<file path="src/rtl/key_buf_pkg.sv">
// Keypoint payload layout shared by the keypoint buffering blocks.
// The field order inside kp_t matches the packed DW-bit payload, MSB first.
package key_buf_pkg;

    localparam int KP_SIN_W   = 12;
    localparam int KP_COS_W   = 12;
    localparam int KP_X_W     = 10;
    localparam int KP_Y_W     = 10;
    localparam int KP_SCORE_W = 8;
    localparam int KP_DW      = KP_SIN_W + KP_COS_W + KP_X_W + KP_Y_W + KP_SCORE_W;

    typedef struct packed {
        logic [KP_SIN_W-1:0]   sin;
        logic [KP_COS_W-1:0]   cos;
        logic [KP_X_W-1:0]     x;
        logic [KP_Y_W-1:0]     y;
        logic [KP_SCORE_W-1:0] score;
    } kp_t;

endpackage

</file>
<file path="src/rtl/kp_ring_mem.sv">
// Ring storage for the delay queue: DEPTH x WW flops, one write port and one asynchronous read port.
// The array is intentionally left out of reset; occupancy tracking decides what is live.
module kp_ring_mem #(
    parameter int  DEPTH = 16,
    parameter int  WW    = 64,
    localparam int AW    = $clog2(DEPTH)
) (
    input  logic          i_clk,
    input  logic          i_we,
    input  logic [AW-1:0] i_waddr,
    input  logic [WW-1:0] i_wdata,
    input  logic [AW-1:0] i_raddr,
    output logic [WW-1:0] o_rdata
);

    logic [WW-1:0] mem_q [DEPTH];

    always_ff @(posedge i_clk) begin
        if (i_we) begin
            mem_q[i_waddr] <= i_wdata;
        end
    end

    assign o_rdata = mem_q[i_raddr];

endmodule

</file>
<file path="src/rtl/key_delay_queue.sv">
// Holds keypoints for DELAY pixel steps and releases them in arrival order.
// Each entry carries the step timestamp at insertion; the head is popped once its age reaches DELAY.
module key_delay_queue
    import key_buf_pkg::*;
#(
    parameter int  DEPTH = 16,
    parameter int  DELAY = 100,
    parameter int  DW    = KP_DW,
    parameter int  TW    = 12,
    localparam int CW    = $clog2(DEPTH) + 1
) (
    input  logic          i_clk,
    input  logic          i_rst_n,
    input  logic          i_step,
    input  logic          i_push,
    input  logic [DW-1:0] i_data,
    input  logic          i_clear,
    output logic          o_valid,
    output logic [DW-1:0] o_data,
    output logic [CW-1:0] o_count,
    output logic          o_full,
    output logic          o_empty,
    output logic [15:0]   o_drop_cnt
);

    localparam int              AW      = $clog2(DEPTH);
    localparam int              EW      = DW + TW;
    localparam logic [TW-1:0]   DELAY_T = TW'(DELAY);
    localparam logic [CW-1:0]   DEPTH_C = CW'(DEPTH);

    logic [TW-1:0] tcnt_q,   tcnt_d;
    logic [AW-1:0] wr_ptr_q, wr_ptr_d;
    logic [AW-1:0] rd_ptr_q, rd_ptr_d;
    logic [CW-1:0] count_q,  count_d;
    logic          full_q,   full_d;
    logic          empty_q,  empty_d;
    logic [15:0]   drop_q,   drop_d;
    logic          valid_q,  valid_d;
    logic [DW-1:0] data_q,   data_d;

    logic [EW-1:0] head_w;
    logic [DW-1:0] head_data;
    logic [TW-1:0] head_stamp;
    logic [TW-1:0] head_age;
    logic          pop;
    logic          push_ok;
    logic          mem_we;

    kp_ring_mem #(
        .DEPTH (DEPTH),
        .WW    (EW)
    ) u_mem (
        .i_clk   (i_clk),
        .i_we    (mem_we),
        .i_waddr (wr_ptr_q),
        .i_wdata ({i_data, tcnt_q}),
        .i_raddr (rd_ptr_q),
        .o_rdata (head_w)
    );

    assign {head_data, head_stamp} = head_w;

    // Modular subtraction keeps the age correct across timestamp wrap.
    assign head_age = tcnt_q - head_stamp;
    assign pop      = !empty_q && (head_age >= DELAY_T);
    assign push_ok  = i_push && (!full_q || pop);
    assign mem_we   = push_ok && !i_clear;

    always_comb begin
        tcnt_d   = tcnt_q;
        wr_ptr_d = wr_ptr_q;
        rd_ptr_d = rd_ptr_q;
        count_d  = count_q;
        drop_d   = drop_q;
        valid_d  = 1'b0;
        data_d   = data_q;

        if (i_clear) begin
            tcnt_d   = '0;
            wr_ptr_d = '0;
            rd_ptr_d = '0;
            count_d  = '0;
            drop_d   = '0;
        end else begin
            if (i_step) begin
                tcnt_d = tcnt_q + TW'(1);
            end
            if (push_ok) begin
                wr_ptr_d = wr_ptr_q + AW'(1);
            end
            if (pop) begin
                rd_ptr_d = rd_ptr_q + AW'(1);
                valid_d  = 1'b1;
                data_d   = head_data;
            end
            if (push_ok && !pop) begin
                count_d = count_q + CW'(1);
            end else if (pop && !push_ok) begin
                count_d = count_q - CW'(1);
            end
            if (i_push && !push_ok && (drop_q != 16'hFFFF)) begin
                drop_d = drop_q + 16'd1;
            end
        end

        full_d  = (count_d == DEPTH_C);
        empty_d = (count_d == '0);
    end

    always_ff @(posedge i_clk or negedge i_rst_n) begin
        if (!i_rst_n) begin
            tcnt_q   <= '0;
            wr_ptr_q <= '0;
            rd_ptr_q <= '0;
            count_q  <= '0;
            full_q   <= 1'b0;
            empty_q  <= 1'b1;
            drop_q   <= '0;
            valid_q  <= 1'b0;
            data_q   <= '0;
        end else begin
            tcnt_q   <= tcnt_d;
            wr_ptr_q <= wr_ptr_d;
            rd_ptr_q <= rd_ptr_d;
            count_q  <= count_d;
            full_q   <= full_d;
            empty_q  <= empty_d;
            drop_q   <= drop_d;
            valid_q  <= valid_d;
            data_q   <= data_d;
        end
    end

    assign o_valid    = valid_q;
    assign o_data     = data_q;
    assign o_count    = count_q;
    assign o_full     = full_q;
    assign o_empty    = empty_q;
    assign o_drop_cnt = drop_q;

endmodule

</file>
<file path="config.mk">
export PLATFORM = sky130hd
export DESIGN_NAME = key_delay_queue
export DESIGN_NICKNAME = d
export VERILOG_FILES = /design/src/rtl/key_buf_pkg.sv /design/src/rtl/kp_ring_mem.sv /design/src/rtl/key_delay_queue.sv
export SDC_FILE = /design/constraint.sdc
export NUM_CORES = 1
export LEC_CHECK = 0
export BUFFER_PORTS_ARGS = -buffer_cell sky130_fd_sc_hd__buf_2
export CORE_MARGIN = 1.5
export CORE_UTILIZATION = 40
export CTS_CLUSTER_DIAMETER = 30
export DETAILED_ROUTE_END_ITERATION = 12
export PLACE_DENSITY_LB_ADDON = 0.05
export SETUP_SLACK_MARGIN = 0.15
export SYNTH_ARGS = -nofsm -noshare
export SYNTH_HDL_FRONTEND = slang
export SYNTH_SLANG_ARGS = --single-unit
</file>
<file path="constraint.sdc">
create_clock -name i_clk -period 8.58 [get_ports i_clk]
set_input_delay 0.429 -clock i_clk [delete_from_list [all_inputs] [get_ports i_clk]]
set_output_delay 0.429 -clock i_clk [all_outputs]
set_load 0.02 [all_outputs]
</file>
After elaboration in Yosys (flattened, before gate mapping)
Memories as Yosys holds them, arrays and structs flattened.
Index checks and enable logic that the tools add are counted.
{"block": "word_totals", "register_bits": 96, "ramBits": 1024, "inputBits": 57, "wordCells": 55, "memories": 1}
{"block": "classes", "addsub": 7, "n_lt_le_gt_ge": 1, "eq_ne": 2, "mux": 15, "bitwise_logic": 1, "reduce_logical": 19}
{"name": "u_mem.mem_q", "depth": 16, "word_bits": 64, "rd": 1, "rd_ports_with_merged_regs": 0, "wr": 1, "line": "kp_ring_mem.sv:16", "rtl": "logic [WW-1:0] mem_q [DEPTH];"}
{"op": "16-bit two-way mux", "count": 2}
{"op": "12-bit two-way mux", "count": 2}
{"op": "16-bit by 1-bit adder with 16-bit output (second input constant)", "count": 1}
{"op": "4-bit two-way mux", "count": 4}
{"op": "16-bit != test (second input constant)", "count": 1}
{"op": "5-bit two-way mux", "count": 3}
{"op": "12-bit by 1-bit adder with 12-bit output (second input constant)", "count": 1}
{"op": "12-bit by 7-bit >= comparator with 1-bit output (second input constant)", "count": 1}
{"op": "12-bit subtractor", "count": 1}
{"op": "4-bit by 1-bit adder with 4-bit output (second input constant)", "count": 2}
{"op": "2-bit nonzero test", "count": 4}
{"op": "1-bit logical AND", "count": 7}
{"op": "5-bit by 1-bit adder with 5-bit output (second input constant)", "count": 1}
{"op": "5-bit equality test (second input constant)", "count": 1}
{"op": "1-bit logical NOT", "count": 5}
{"op": "5-bit logical NOT", "count": 1}
{"op": "5-bit by 1-bit subtractor with 5-bit output (second input constant)", "count": 1}
{"op": "1-bit two-way mux", "count": 4}
{"op": "2-bit AND reduction", "count": 1}
{"op": "1-bit logical OR", "count": 1}
{"op": "1-bit NOT", "count": 1}

Longest topological paths before layout
Gate-level depths: netlist of run 1.
An unclocked memory read counts as a cell.
{"block": "logic_depth", "depth_word": 12, "depth_mapped": 22}

Hierarchy
From an unflattened synthesis of run 1, not the netlist that was laid out.
{"block": "unflattened", "hier_cells": 2028, "hier_area_um2": 43192.7}
{"module": "kp_ring_mem", "n_inst": 1, "cells_per_inst": 1583, "area_per_inst_um2": 38300.5}
{"module": "key_delay_queue", "n_inst": 1, "cells_per_inst": 445, "area_per_inst_um2": 4892.2}

Worst setup path after synthesis of run 1
No wires, ideal clock.
{"block": "synth_timing", "kind": "register to register", "startpoint": "reg rd_ptr_q[0]", "endpoint": "mem u_mem.mem_q[10][0] (enable)", "setup_ps": 430, "t_arrival_ps": 6675, "t_required_ps": 8150, "slack_ps": 1476, "stages_incl_launch_ff": 20, "n_path_buf": 5, "period_less_slack_ps": 7104, "path_cell_list": "dfrtp_1 -> buf_6 -> clkbuf_1 -> buf_1 -> clkbuf_1 -> mux4_2 -> mux4_2 -> inv_1 -> ha_1 -> a21o_1 -> a221oi_1 -> o21bai_1 -> a21oi_1 -> xor2_1 -> and4bb_4 -> a21oi_4 -> o21ai_2 -> nor2_2 -> clkbuf_2 -> and4b_1"}
{"block": "synth_via", "elab_chain_len": 9}
{"item": "start, declared", "line": "key_delay_queue.sv:33", "rtl": "logic [AW-1:0] rd_ptr_q, rd_ptr_d;"}
{"item": "start signal, assigned", "line": "key_delay_queue.sv:124", "rtl": "rd_ptr_q <= rd_ptr_d;"}
{"item": "memory read 16 x 64 bit"}
{"item": "12-bit subtractor", "line": "key_delay_queue.sv:64", "rtl": "assign head_age = tcnt_q - head_stamp;"}
{"item": "12-bit by 7-bit >= comparator with 1-bit output", "line": "key_delay_queue.sv:65", "rtl": "assign pop = !empty_q && (head_age >= DELAY_T);"}
{"item": "1-bit logical AND", "line": "key_delay_queue.sv:65"}
{"item": "1-bit logical OR", "line": "key_delay_queue.sv:66", "rtl": "assign push_ok = i_push && (!full_q || pop);"}
{"item": "1-bit logical AND", "line": "key_delay_queue.sv:66"}
{"item": "1-bit logical AND", "line": "key_delay_queue.sv:67", "rtl": "assign mem_we = push_ok && !i_clear;"}
{"item": "1-bit two-way mux", "line": "kp_ring_mem.sv:19", "rtl": "if (i_we) begin"}
{"item": "1-bit two-way mux (not written as such)", "line": "kp_ring_mem.sv:20", "rtl": "mem_q[i_waddr] <= i_wdata;"}
{"item": "end, declared", "line": "kp_ring_mem.sv:16"}
Every way passes these cells.

Final worst setup path of run 1
{"block": "layout_timing", "startpoint": "reg rd_ptr_q[0]", "endpoint": "mem u_mem.mem_q[4][61] (enable)"}
The elaborated chain is that of the path after synthesis.

==> results.txt, run 1 <==
The first global-routing pass estimated 155 mm of wire. The count of buffers inserted at the top-level ports came out at 132. The startpoint type of the worst setup path is a register. Summing the areas of all and, or, nand and nor instances in the mapped netlist gives 1.86% of the synthesized area. The level count of the clock H-tree came out at 4.

The proportion of synthesized flip-flops having asynchronous set or reset is 8.57%. The die is 332 um tall. Traced cell by cell, the critical path runs through buf_4, mux4_2, mux4_2, inv_1, ha_1, nand2_1, a211oi_1, nor2_1, o31ai_1, o21ai_1, and4bb_4, a21oi_4, o21ai_2, nor2_2, and4b_4, buf_4. The power share of the clock group came out at 47.7%.

The actual slew at the worst max-slew pin came out at 1.21 ns. The clock sink count is 1120. For hold timing, the worst endpoint is u_mem.mem_q[11][48]. Synthesis inferred 1120 register bits.

The share of total power in combinational logic is 16.9%. The floorplan has 120 rows. The kind of capture point of the worst setup path is a register. The count of final setup violators came out at 0. CTS placed an instance of clkbuf_16 at the clock tree root. The via count is 20700. In this run the most critical hold path is launched from i_data[36]. The DRC violation count after routing came out at 0. The flow ran to the end, and the final reports show no timing, DRC or antenna violations. The final hold violation count came out at 0. The post-synthesis mux area share came out at 18.2%. The achievable clock frequency came out at 145 MHz. The filler cells instantiated in the layout total 8548.

By area the synthesized netlist is led by edfxtp_1 (71%), mux4_2 (16%), dfrtp_1 (5.5%). The library cell used most frequently in the layout, excluding fill and tap cells, is edfxtp_1. The cell area power density came out at 337 mW/mm^2. Setup total negative slack on the finished layout was measured at 0 ns. The detail-routed via count per cell is 5.40.

The HPWL reported at the end of detailed placement came out at 58.5 mm. The maximum single-stage delay on the critical path came out at 1.07 ns. The max-capacitance violation count came out at 0. The average wire per standard cell came out at 27.3 um. The slowest stage of the critical path is the and4b_4 cell. The count of distinct cell types in the synthesized netlist is 58. The number of DRC markers after the initial detailed-route iteration came out at 1598. In the finished design, the share of the clock period the worst path needs comes to 80.2%.

The total number of nets in the final design came out at 2316. Setup repair after global routing left no endpoint under its margin. Entering global routing, the biggest net connects 60 pins. The max-slew violation total from the final report is 0.

The per-instance average area after synthesis came out at 22.9 sq um. Among all flip-flop cells after synthesis, the most frequent one is edfxtp_1. The maximum fanout along the worst path came out at 51. The worst register-to-register path begins at rd_ptr_q[0].

The effective utilization at floorplan came out at 40.5%. The number of buffer and inverter stages on the critical path is 3. The number of nets in the synthesized netlist is 1980.

Counting every instance in the synthesized netlist gives 1900. At the end of routability-driven placement, the weighted congestion stood at 0.765. The switching fraction of total power came out at 26.4%. Summed over all cells, the static leakage comes to 17.9 nW. Global routing consumed, over all layers together, 19.3% of the routing resources.

The data required time of the critical path is 9.05 ns. After synthesis, the largest family of logic cells by area is multiplexers. The sequential area share after synthesis is 76.3%. TritonCTS built the clock tree. The maximum clock insertion buffer count is 3. At the worst endpoint, the arrival time is 7.35 ns. The type of the tightest min-delay check is in2reg. The count of antenna-violating nets left after detailed routing is 0. The switching power came out at 4.80 mW.

The cell-internal power came out at 13.4 mW. The die area came out at 0.111 sq mm. The setup slack of the most critical reg-to-reg path is 1.70 ns. The worst clock skew is 0.0311 ns. Of the post-synthesis cell area, the dominant cell type holds 70.8%. The number of buffers created by CTS came out at 225. The insertion delay to the later sink of the worst-skew pair came out at 0.79 ns. The count of boundary I/O pins came out at 133.

The quantity of gates resized following cts is 0. Before antenna repair, the detailed router went through 6 iterations. The total wire length is 105 mm. The core region is 0.107 sq mm. The synthesized cell area is 0.0434 sq mm.

The number of antenna violations at the first check in global routing came to 2. At the placement stage, the worst setup path has a slack of 1.57 ns. The parity-gate share of the synthesized area counting xor and xnor cells is 0.605%. The largest total area in the synthesized netlist belongs to edfxtp_1. The fraction of the mapped netlist area in adder cells came out at 0.680%. The share of final-layout standard cells stronger than drive strength 1 is 39.4%. Clock-pin slew was measured on the worst setup and hold paths at 0.05 ns. Summing the areas of all compound-gate instances in the mapped netlist gives 1.07% of the synthesized area.

Counting instances, the worst hold path has a depth of 1. The endpoint of the worst-slack reg-to-reg timing path is u_mem.mem_q[4][61]. The dominant delay contributor by cell family on the critical path is simple AND/OR/NAND/NOR gates. The number of warnings issued by yosys came out at 0.

The total congestion overflow is 0. The share of power burned in registers is 35.4%. The number of enable flip-flop cells after synthesis came out at 1024. The top cell types in the final layout, fill and taps aside, are edfxtp_1 (1024), mux4_2 (317), clkbuf_16 (228), buf_2 (131), dfrtp_1 (91). The peak supply drop is 0.000229 V. In the post-route analysis, the smallest setup slack over all paths is 1.70 ns. The number of cells on the worst reg-to-reg path is 16. The critical path is of the reg2reg type.

The worst slew margin relative to its limit came out at 19.1%. From left edge to right edge, the die measures 332 um. Compared with the post-synthesis result, the final layout area differs by 24.2%. The critical path runs through a total of 16 cells.

The routed design could run at a clock period as short as 6.88 ns. The number of global-route vias before repair came to 22200.
-- cells in the mapped netlist, drive strengths merged (3+ instances only) --
cell    number
a211oi       8
a21o         4
a21oi       24
a31oi        3
and3        13
and4         6
and4b        8
buf         29
clkbuf      66
dfrtp       95
edfxtp    1024
ha          22
inv         28
mux2        54
mux2i       15
mux4       317
nand2       21
nand2b       6
nand3        9
nand4        9
nor2        45
nor2b        5
nor3         5
o211ai       3
o21ai       14
or3         12
xnor2       13
xor2        17
-- state kept, by name (all words and copies together) (netlist names), 4 cells and up --
register	count
o_count	5
wr_ptr_q	4
tcnt_q	12
o_data	52
rd_ptr_q	4
o_drop_cnt	16
u_mem.mem_q	1024
-- routing by layer --
metal / up-vias / GRT usage [%] / wire length (um)
met4: 0 / 5.81 / 1940
met1: 11300 / 27.6 / 48000
met2: 529 / 30.3 / 50400
met3: 146 / 3.77 / 4660
li1: 8805 / - / -
met5: - / 0 / 0
-- area by class of cell --
cell class                 count  area (sq um)  share of cell area, %
multi-input combinational    657          9810                   18.2
tap                         1403          1760                   3.26
timing repair buffer         204          1330                   2.47
clock buffer                 259          5870                   10.9
clock inverter               169          1870                   3.46
sequential                  1120         33200                   61.5
antenna                        2          5.00                0.00928
inverter                      28           105                  0.195
-- stage by stage --
step	hold WS, ns	instances	power [mW]	cell area (sq um)	util [%]
2_1_floorplan	0.133	1900	8.65	43400	-
3_5_place_dp	0.419	3388	9.68	45900	42.8
6_report	0.0532	3842	18.2	53900	50.2
4_1_cts	0.000884	3840	18.4	53900	50.2
5_1_grt	0.0253	3840	18.9	53900	50.2
3_3_place_gp	0.415	3388	9.66	45900	42.8
-- how the worst max path moves through the flow --
stage / slack (ns) / to / from
2_1_floorplan: 1.48 / u_mem.mem_q[10][0] / rd_ptr_q[0]
3_3_place_gp: 1.77 / u_mem.mem_q[4][24] / rd_ptr_q[0]
3_5_place_dp: 1.57 / u_mem.mem_q[4][18] / rd_ptr_q[0]
4_1_cts: 1.58 / u_mem.mem_q[4][21] / rd_ptr_q[0]
5_1_grt: 1.12 / u_mem.mem_q[4][21] / rd_ptr_q[0]
6_report: 1.70 / u_mem.mem_q[4][61] / rd_ptr_q[0]
-- power by group through the flow --
stage / sequential [mW] / combinational, mW / clock [mW]
2_1_floorplan: 6.54 / 2.11 / 0
3_3_place_gp: 6.53 / 3.13 / 0
3_5_place_dp: 6.54 / 3.14 / 0
4_1_cts: 6.44 / 3.17 / 8.81
5_1_grt: 6.47 / 3.30 / 9.09
6_report: 6.43 / 3.08 / 8.66
-- cells by family after synthesis --
kind of cell    count (synthesis)
flops                        1120
mux                           386
simple gates                  147
buf+inv                       123
compound gates                 71
xor+xnor                       30
fa+ha+maj                      23
-- repair_timing --
action	in CTS	in global routing
hold endpoints to repair	314	0
setup buffers	0	0
hold buffers	24	0
(Power assumes the default switching activity.)
==> run 2: changes to the inputs <==
Settings changed: ABC_AREA set to 1.
Clock period 8.58 ns to 5.95 ns, I/O delays scaled along.
==> run 2 against run 1 <==
Routed wire length grew 22%. Global-route usage grew 3.3 points. Clock power increased by 54%. Critical path type unchanged.
==> results.txt, run 2 <==
Result of the run: finished, final reports clean (unchanged). Leading cell types by count after synthesis: edfxtp_1 (1024), o21ai_0 (661), nor2_1 (654), nand2_1 (286), clkbuf_1 (186) (was edfxtp_1 (1024), mux4_2 (317), dfrtp_1 (95), clkbuf_1 (65), mux2_2 (47)). The number of warnings issued by yosys is 0 (unchanged). The total power of the final layout came out at 28.7 mW (was 18.2 mW). The clock sink count came out at 1120 (unchanged). The final hold violation count came to 0 (unchanged). The max-slew violation total from the final report came out at 0 (unchanged). The worst slew margin relative to its limit came out at 35.3% (was 19.1%). The DRC violation count after routing came out at 0 (unchanged).

The number of flip-flops in the largest register is 1024 (unchanged). The endpoint of the worst-slack reg-to-reg timing path is u_mem.mem_q[12][47] (was u_mem.mem_q[4][61]). The instance count of the mapped netlist is 3501 (was 1900).

Main area contributors after synthesis: edfxtp_1 (69%), o21ai_0 (7.4%), nor2_1 (5.5%) (was edfxtp_1 (71%), mux4_2 (16%), dfrtp_1 (5.5%)). The count of buffers inserted at the top-level ports is 132 (unchanged). The number of global-route vias before repair was 30300 (was 22200). The standby leakage power came to 19.9 nW (was 17.9 nW).

Commonest non-fill, non-tap cells in the layout: edfxtp_1 (1024), o21ai_0 (661), nor2_1 (646), nand2_1 (286), clkbuf_16 (242) (was edfxtp_1 (1024), mux4_2 (317), clkbuf_16 (228), buf_2 (131), dfrtp_1 (91)). The peak supply drop is 0.000328 V (was 0.000229 V). The type of the tightest min-delay check was in2reg (unchanged). Setup repair after global routing missed its margin: no (unchanged). The wire length of the first global-routing pass came out at 191 mm (was 155 mm). The count of final setup violators is 0 (unchanged). The achievable clock frequency is 188 MHz (was 145 MHz). The power share of the clock group was 46.5% (was 47.7%). The worst reg2reg path startpoint is rd_ptr_q[0] (unchanged). The data arrival time of the critical path was 5.74 ns (was 7.35 ns). The largest area contributor in the netlist is edfxtp_1 (unchanged). The worst-path cell with the longest stage delay was dfrtp_4 (was and4b_4). The share of total power in combinational logic is 21.5% (was 16.9%). The top cell type's share of synthesized area is 69.0% (was 70.8%). The antenna diode instance count came out at 0 (was 2). The number of antenna violations at the first check in global routing came out at 2 (unchanged). The cell area power density came out at 511 mW/mm^2 (was 337 mW/mm^2). The via count is 29700 (was 20700). The total wire length came out at 128 mm (was 105 mm). The average wire per standard cell is 23.3 um (was 27.3 um). The share of power burned in registers came out at 32.0% (was 35.4%). The worst clock skew came out at 0.0328 ns (was 0.0311 ns). The insertion delay to the later sink of the worst-skew pair came out at 0.80 ns (was 0.79 ns).

The clock-pin transition on the worst setup and hold timing paths came out at 0.05 ns (about the same). The max-capacitance violation count is 0 (unchanged). The count of antenna-violating nets left after detailed routing came out at 0 (unchanged). The CTS tree is built (unchanged). The number of enable flip-flop cells after synthesis is 1024 (unchanged). The switching fraction of total power is 31.2% (was 26.4%). The setup TNS after final layout is 0 ns (unchanged).

The clock period minus final worst setup slack is 5.33 ns (was 6.88 ns). The cell repeated most along the worst path is nand2_1. The total number of nets in the final design is 3856 (was 2316). The maximum single-stage delay on the critical path came out at 0.91 ns (was 1.07 ns). The utilization after layout came to 50.8% (was 50.2%). The post-placement setup slack is 0.650 ns (was 1.57 ns). The number of detailed-routing iterations run before antenna repair is 5 (was 6).

The setup slack of the most critical reg-to-reg path was 0.62 ns (was 1.70 ns). The x dimension of the die is 337 um (was 332 um). The detail-routed via count per cell came to 5.42 (was 5.40). The leading register cell type out of synthesis was edfxtp_1 (unchanged). The count of boundary I/O pins came to 133 (unchanged).

The die area came out at 0.113 sq mm (was 0.111 sq mm). The die extent in y came out at 337 um (was 332 um). The synthesized cell area is 0.0445 sq mm (was 0.0434 sq mm).

The capturing instance or port of the critical path was u_mem.mem_q[12][47] (was u_mem.mem_q[4][61]). The switching power came to 8.94 mW (was 4.80 mW). The register bank with the most flops is u_mem.mem_q (unchanged).

The global placement routability congestion came out at 0.813 (was 0.765). The effective utilization at floorplan is 40.3% (was 40.5%). The number of DRC markers after the initial detailed-route iteration came out at 2091 (was 1598). The library cell used as clock root buffer is clkbuf_16 (unchanged).

The maximum clock insertion buffer count is 3 (unchanged). The classification of the worst setup path is reg2reg (unchanged). The HPWL reported at the end of detailed placement was 66.1 mm (was 58.5 mm).

The overall track demand over capacity in global routing came out at 22.6% (was 19.3%). The post-detailed-placement cell area came out at 0.0473 sq mm (was 0.0459 sq mm). The worst path setup slack after routing came out at 0.618 ns (was 1.70 ns). The level count of the clock H-tree is 4 (unchanged). The final worst-path cycle share came to 89.6% (was 80.2%). The pin count of the biggest net entering global routing came out at 140 (was 60).

The kind of capture point of the worst setup path is a register (unchanged). The count of distinct cell types in the synthesized netlist came out at 42 (was 58). The number of flip-flops and latches in the synthesized netlist is 1120 (unchanged). The proportion of synthesized flip-flops having asynchronous set or reset was 8.57% (unchanged). The synthesis-to-finish area growth was 26.0% (was 24.2%).

The area of the core region came out at 0.111 sq mm (was 0.107 sq mm). The sequential area share after synthesis came out at 74.4% (was 76.3%). The cell-internal power is 19.7 mW (was 13.4 mW). The actual slew at the worst max-slew pin is 0.970 ns (was 1.21 ns). The total congestion overflow is 0 (unchanged).

The cell row count is 122 (was 120). The most numerous cell in the Yosys netlist is edfxtp_1 (unchanged). The share of final-layout standard cells stronger than drive strength 1 came out at 16.5% (was 39.4%).

The total non-filler cell area in the finished layout came out at 0.0561 sq mm (was 0.0539 sq mm). The data required time of the critical path came to 6.36 ns (was 9.05 ns). The number of nets in the synthesized netlist is 3581 (was 1980). The most common cell after layout, fill and taps aside is edfxtp_1 (unchanged). The maximum fanout along the worst path came out at 110 (was 51). The per-instance average area after synthesis is 12.7 sq um (was 22.9 sq um). The depth of the worst register-to-register path came out at 27 (was 16). The startpoint type of the worst setup path is a register (unchanged). The critical path launch point was rd_ptr_q[0] (unchanged). The number of buffers created by CTS came out at 238 (was 225).
[run 2: cell count changes in the layout (fill, tap and decap cells not counted), moves of 114 or more]
cell      delta
mux4_2     -317
nand2_1    +265
nor2_1     +602
o21ai_0    +649
o221ai_1   +114
o22ai_1    +126
[run 2: what timing repair did]
action,in CTS,in global routing
hold buffers,57,0
endpoints found under the hold margin,877,0
resized for setup,0,0
setup buffers,0,0
[run 2: worst min-delay path by stage]
stage	from	end	slack, ns	cells after the start
after global routing	i_clear	tcnt_q[0]	0.21	2
after global placement	i_rst_n	o_full	0.27	1
after floorplan	i_rst_n	o_count[0]	0.002	0
after CTS	i_clear	tcnt_q[0]	0.17	2
after detailed placement	i_rst_n	o_full	0.27	1
final	i_clear	o_drop_cnt[12]	0.21	4
[run 2: per-layer routing]
metal	global-route usage (%)	up-vias	wire (um)
met5	0	-	13
met4	6.98	2	2560
met3	3.82	193	6360
met2	36.8	895	61000
met1	31.0	15000	57700
li1	-	13600	-
[run 2: layout make-up]
type | instances | area (sq um)
Clock buffer | 280 | 6330
Clock inverter | 177 | 1990
Inverter | 95 | 378
Multi-Input combinational cell | 2056 | 10300
Fill cell | 9591 | 54400
Tap cell | 1488 | 1860
Sequential cell | 1120 | 33200
Timing Repair Buffer | 265 | 2150
[run 2: power groups by stage]
stage	registers [mW]	logic, mW	clock network, mW
2_1_floorplan	9.42	3.94	0
3_3_place_gp	9.29	6.15	0
3_5_place_dp	9.30	6.18	0
4_1_cts	9.16	6.24	13.5
5_1_grt	9.20	6.92	13.9
6_report	9.16	6.16	13.3
[run 2: logic make-up (layout without fill, tap and decap cells)]
kind of cell	after synthesis	in the layout	synth area share, %
and+or+nand+nor	1047	1047	9.25
buffers and inverters	325	817	2.89
DFF	1120	1120	74.4
AOI/OAI and AO/OA	965	965	12.4
adders and majority gates	23	23	0.663
xor gates and xnor gates	21	21	0.413
[run 2: per-stage QoR]
stage               hold WS [ns]  std cells
global placement           0.269       4967
CTS                        0.171       5481
floorplan                0.00191       3501
global route               0.212       5481
finish                     0.215       5481
detailed placement         0.273       4967
[run 2: worst max-delay path: cells and delay by family, from the launching register on]
family                   cells  cell delay [ns]
AND/OR/NAND/NOR             17             1.94
buffers and inverters        6             1.06
flip-flops                   1             0.91
adder cells (fa/ha/maj)      2             0.48
AO/OA/AOI/OAI                2             0.39
==> run 3: changes to the inputs <==
Settings changed: CORE_UTILIZATION 40 to 33.
==> run 3 against run 2 <==
Sequential cell count is the same. Non-clock buffer count grew 8. Die area grew 21%. Cell area grew 3.0%. Clock power grew 15%. Critical endpoint is now u_mem.mem_q[2][57]. Utilization shrank 7.5 points. Highest routed layer unchanged. Register-to-register slack lost 0.03 ns.
==> results.txt, run 3 (synthesis results as in run 2) <==
Result of the run: finished, final reports clean (unchanged). The DRC violation count after routing is 0 (unchanged). The effective utilization at floorplan is 33.3% (was 40.3%). The actual slew at the worst max-slew pin was 0.965 ns (was 0.970 ns). The number of flip-flops in the largest register came out at 1024 (unchanged).

The insertion delay to the later sink of the worst-skew pair is 0.87 ns (was 0.80 ns). The clock sink count is 1120 (unchanged). The count of non-filler cells in the finished layout is 5816 (was 5481). The most common cell after layout, fill and taps aside is edfxtp_1 (unchanged). The detail-routed via count per cell was 5.19 (was 5.42). The data required time of the critical path is 6.47 ns (was 6.36 ns). The total number of nets in the final design is 3917 (was 3856). Commonest non-fill, non-tap cells in the layout: edfxtp_1 (1024), o21ai_0 (661), nor2_1 (646), clkbuf_16 (298), nand2_1 (286) (was edfxtp_1 (1024), o21ai_0 (661), nor2_1 (646), nand2_1 (286), clkbuf_16 (242)).

The cell row count came out at 134 (was 122). The max-capacitance violation count is 0 (unchanged). The kind of capture point of the worst setup path is a register (unchanged). The power share of the clock group came to 49.4% (was 46.5%). The antenna diode instance count came to 0 (unchanged).

The count of antenna-violating nets left after detailed routing came out at 0 (unchanged). The register bank with the most flops is u_mem.mem_q (unchanged). The cell area power density came out at 535 mW/mm^2 (was 511 mW/mm^2). The switching fraction of total power came out at 30.7% (was 31.2%). The HPWL reported at the end of detailed placement came out at 75.2 mm (was 66.1 mm). The worst clock skew came out at 0.0688 ns (was 0.0328 ns). The count of boundary I/O pins came out at 133 (unchanged).

The share of power burned in registers is 29.5% (was 32.0%). The number of detailed-routing iterations run before antenna repair was 5 (unchanged). The share of total power in combinational logic came out at 21.1% (was 21.5%). The area of the core region is 0.134 sq mm (was 0.111 sq mm). The number of global-route vias before repair is 31500 (was 30300). The combined area of the multi-input logic cells was 0.0103 sq mm (unchanged).

The worst hold margin came out at 0.0166 ns (was 0.215 ns). The clock-pin transition on the worst setup and hold timing paths is 0.05 ns (about the same). The achievable clock frequency came out at 187 MHz (was 188 MHz).

The CTS tree is built (unchanged). The clock period minus final worst setup slack came out at 5.36 ns (was 5.33 ns). The total congestion overflow is 0 (unchanged). The number of buffers created by CTS came to 291 (was 238). The overall track demand over capacity in global routing came out at 20.5% (was 22.6%). Setup repair after global routing missed its margin: no (unchanged). The peak supply drop is 0.000347 V (was 0.000328 V). The standby leakage power came out at 20.6 nW (was 19.9 nW).

The share of final-layout standard cells stronger than drive strength 1 is 17.6% (was 16.5%). The library cell used as clock root buffer is clkbuf_16 (unchanged). The average wire per standard cell was 24.1 um (was 23.3 um). The met3 track demand over resource came out at 3.67% (was 3.82%). The die extent in y was 370 um (was 337 um). The startpoint type of the worst setup path is a register (unchanged). The count of buffers inserted at the top-level ports came out at 132 (unchanged).

The global placement routability congestion is 0.864 (was 0.813). The maximum clock insertion buffer count came out at 4 (was 3). The busiest metal layer after global routing is met2 (unchanged). The classification of the worst setup path is reg2reg (unchanged). The cell-internal power was 21.4 mW (was 19.7 mW). The met2 layer usage reported by global route is 32.8% (was 36.8%). The total wire length came out at 140 mm (was 128 mm).

The switching power is 9.49 mW (was 8.94 mW). The via count came out at 30200 (was 29700). The max-slew violation total from the final report is 0 (unchanged). The total placed cells including tap cells was 5256 (was 4967). The die area came out at 0.137 sq mm (was 0.113 sq mm).

The worst slew margin relative to its limit came to 35.7% (was 35.3%). The level count of the clock H-tree is 5 (was 4). The area of all sequential standard cells came out at 0.0332 sq mm (unchanged). The count of final setup violators is 0 (unchanged). The global-route track usage on met1 came out at 27.9% (was 31.0%). The x dimension of the die was 370 um (was 337 um). The wire length of the first global-routing pass came out at 209 mm (was 191 mm). The final worst-path cycle share is 90.1% (was 89.6%). The number of antenna violations at the first check in global routing is 2 (unchanged).

The type of the tightest min-delay check was in2async (was in2reg). The number of fillers in the final layout came out at 12200 (was 9591). The synthesis-to-finish area growth was 29.9% (was 26.0%). The number of DRC markers after the initial detailed-route iteration was 2417 (was 2091). The data arrival time of the critical path was 5.88 ns (was 5.74 ns). The pin count of the biggest net entering global routing came out at 196 (was 140). The final hold violation count came out at 0 (unchanged). The maximum fanout along the worst path was 61 (was 110).
==> run 3: changes by cell type in the layout (fill, tap and decap cells not counted), moves of 2 or more <==
cell and change:
clkbuf_16 +56, clkinv_4 +4, clkbuf_8 +8, clkinv_1 -7, clkbuf_1 +7, clkinv_2 -6
buf_4 +11, clkinv_8 -3, buf_12 -2, inv_6 -9
==> run 3: final cells by class <==
type	count	area share (%)
multi-input cells	2056	17.7
clock buffers	351	13.6
repair buffers	273	3.77
inverters	95	0.664
well taps	1768	3.82
clock inverters	153	3.06
flip-flops and latches	1120	57.3
==> run 3: final timing paths <==
path,start,depth (start not counted),endpoint,slack (ns)
setup / recovery,rd_ptr_q[1],24,u_mem.mem_q[2][57],0.59
hold / removal,i_rst_n,2,o_drop_cnt[2],0.02
setup reg to reg,rd_ptr_q[1],24,u_mem.mem_q[2][57],0.59
hold reg to reg,o_data[4],2,o_data[4],0.46
max in group asynchronous,i_rst_n,3,rd_ptr_q[3],4.63
min in group i_clk,i_clear,2,tcnt_q[0],0.11
==> run 3: routing by layer <==
metal  wire length (um)  vias up
met2              66300      884
met4               3740        2
met5                 17        -
met1              63700    15400
met3               6400      276
li1                   -    13700
==> run 3: power groups by stage <==
stage               combinational [mW]  sequential, mW  clock, mW
detailed placement                6.56            9.26          0
global placement                  6.57            9.25          0
finish                            6.52            9.12       15.3
floorplan                         3.94            9.42          0
global route                      7.26            9.16       16.0
CTS                               6.61            9.13       15.6
==> run 3: critical path, stage by stage, from the launching register on <==
cell	delay, ns
dfrtp_4	0.53
buf_4	0.65
o21ai_0	0.21
o221ai_1	0.25
o211ai_1	0.13
nand2_1	0.23
inv_1	0.08
ha_1	0.37
inv_2	0.07
nor3_2	0.21
nand3_1	0.12
nand3_1	0.11
nand2_1	0.05
nand2_1	0.06
nor2_2	0.05
nand3_2	0.14
nand2_4	0.11
inv_2	0.09
nor2_4	0.04
nor2_1	0.14
inv_1	0.12
nor2_4	0.15
nand2_1	0.26
nor2_4	0.50
buf_12	0.28
==> run 3: metrics by stage <==
stage | cell area (sq um) | worst slack (ns) | TNS (ns) | utilization [%] | power [mW]
final | 57800 | 0.591 | 0 | 43.3 | 30.9
after global routing | 57800 | 0.192 | 0 | 43.3 | 32.4
after CTS | 57800 | 0.483 | 0 | 43.3 | 31.3
after detailed placement | 47600 | 0.495 | 0 | 35.7 | 15.8
after global placement | 47600 | 0.595 | 0 | 35.7 | 15.8
after floorplan | 44700 | -0.615 | -157.50 | - | 13.4
==> run 3: repair_timing <==
action / CTS / global route
setup endpoints to repair: 0 / 213
gates resized for setup: 0 / 1
hold buffers: 56 / 0
setup buffers: 0 / 0
hold endpoints to repair: 896 / 0
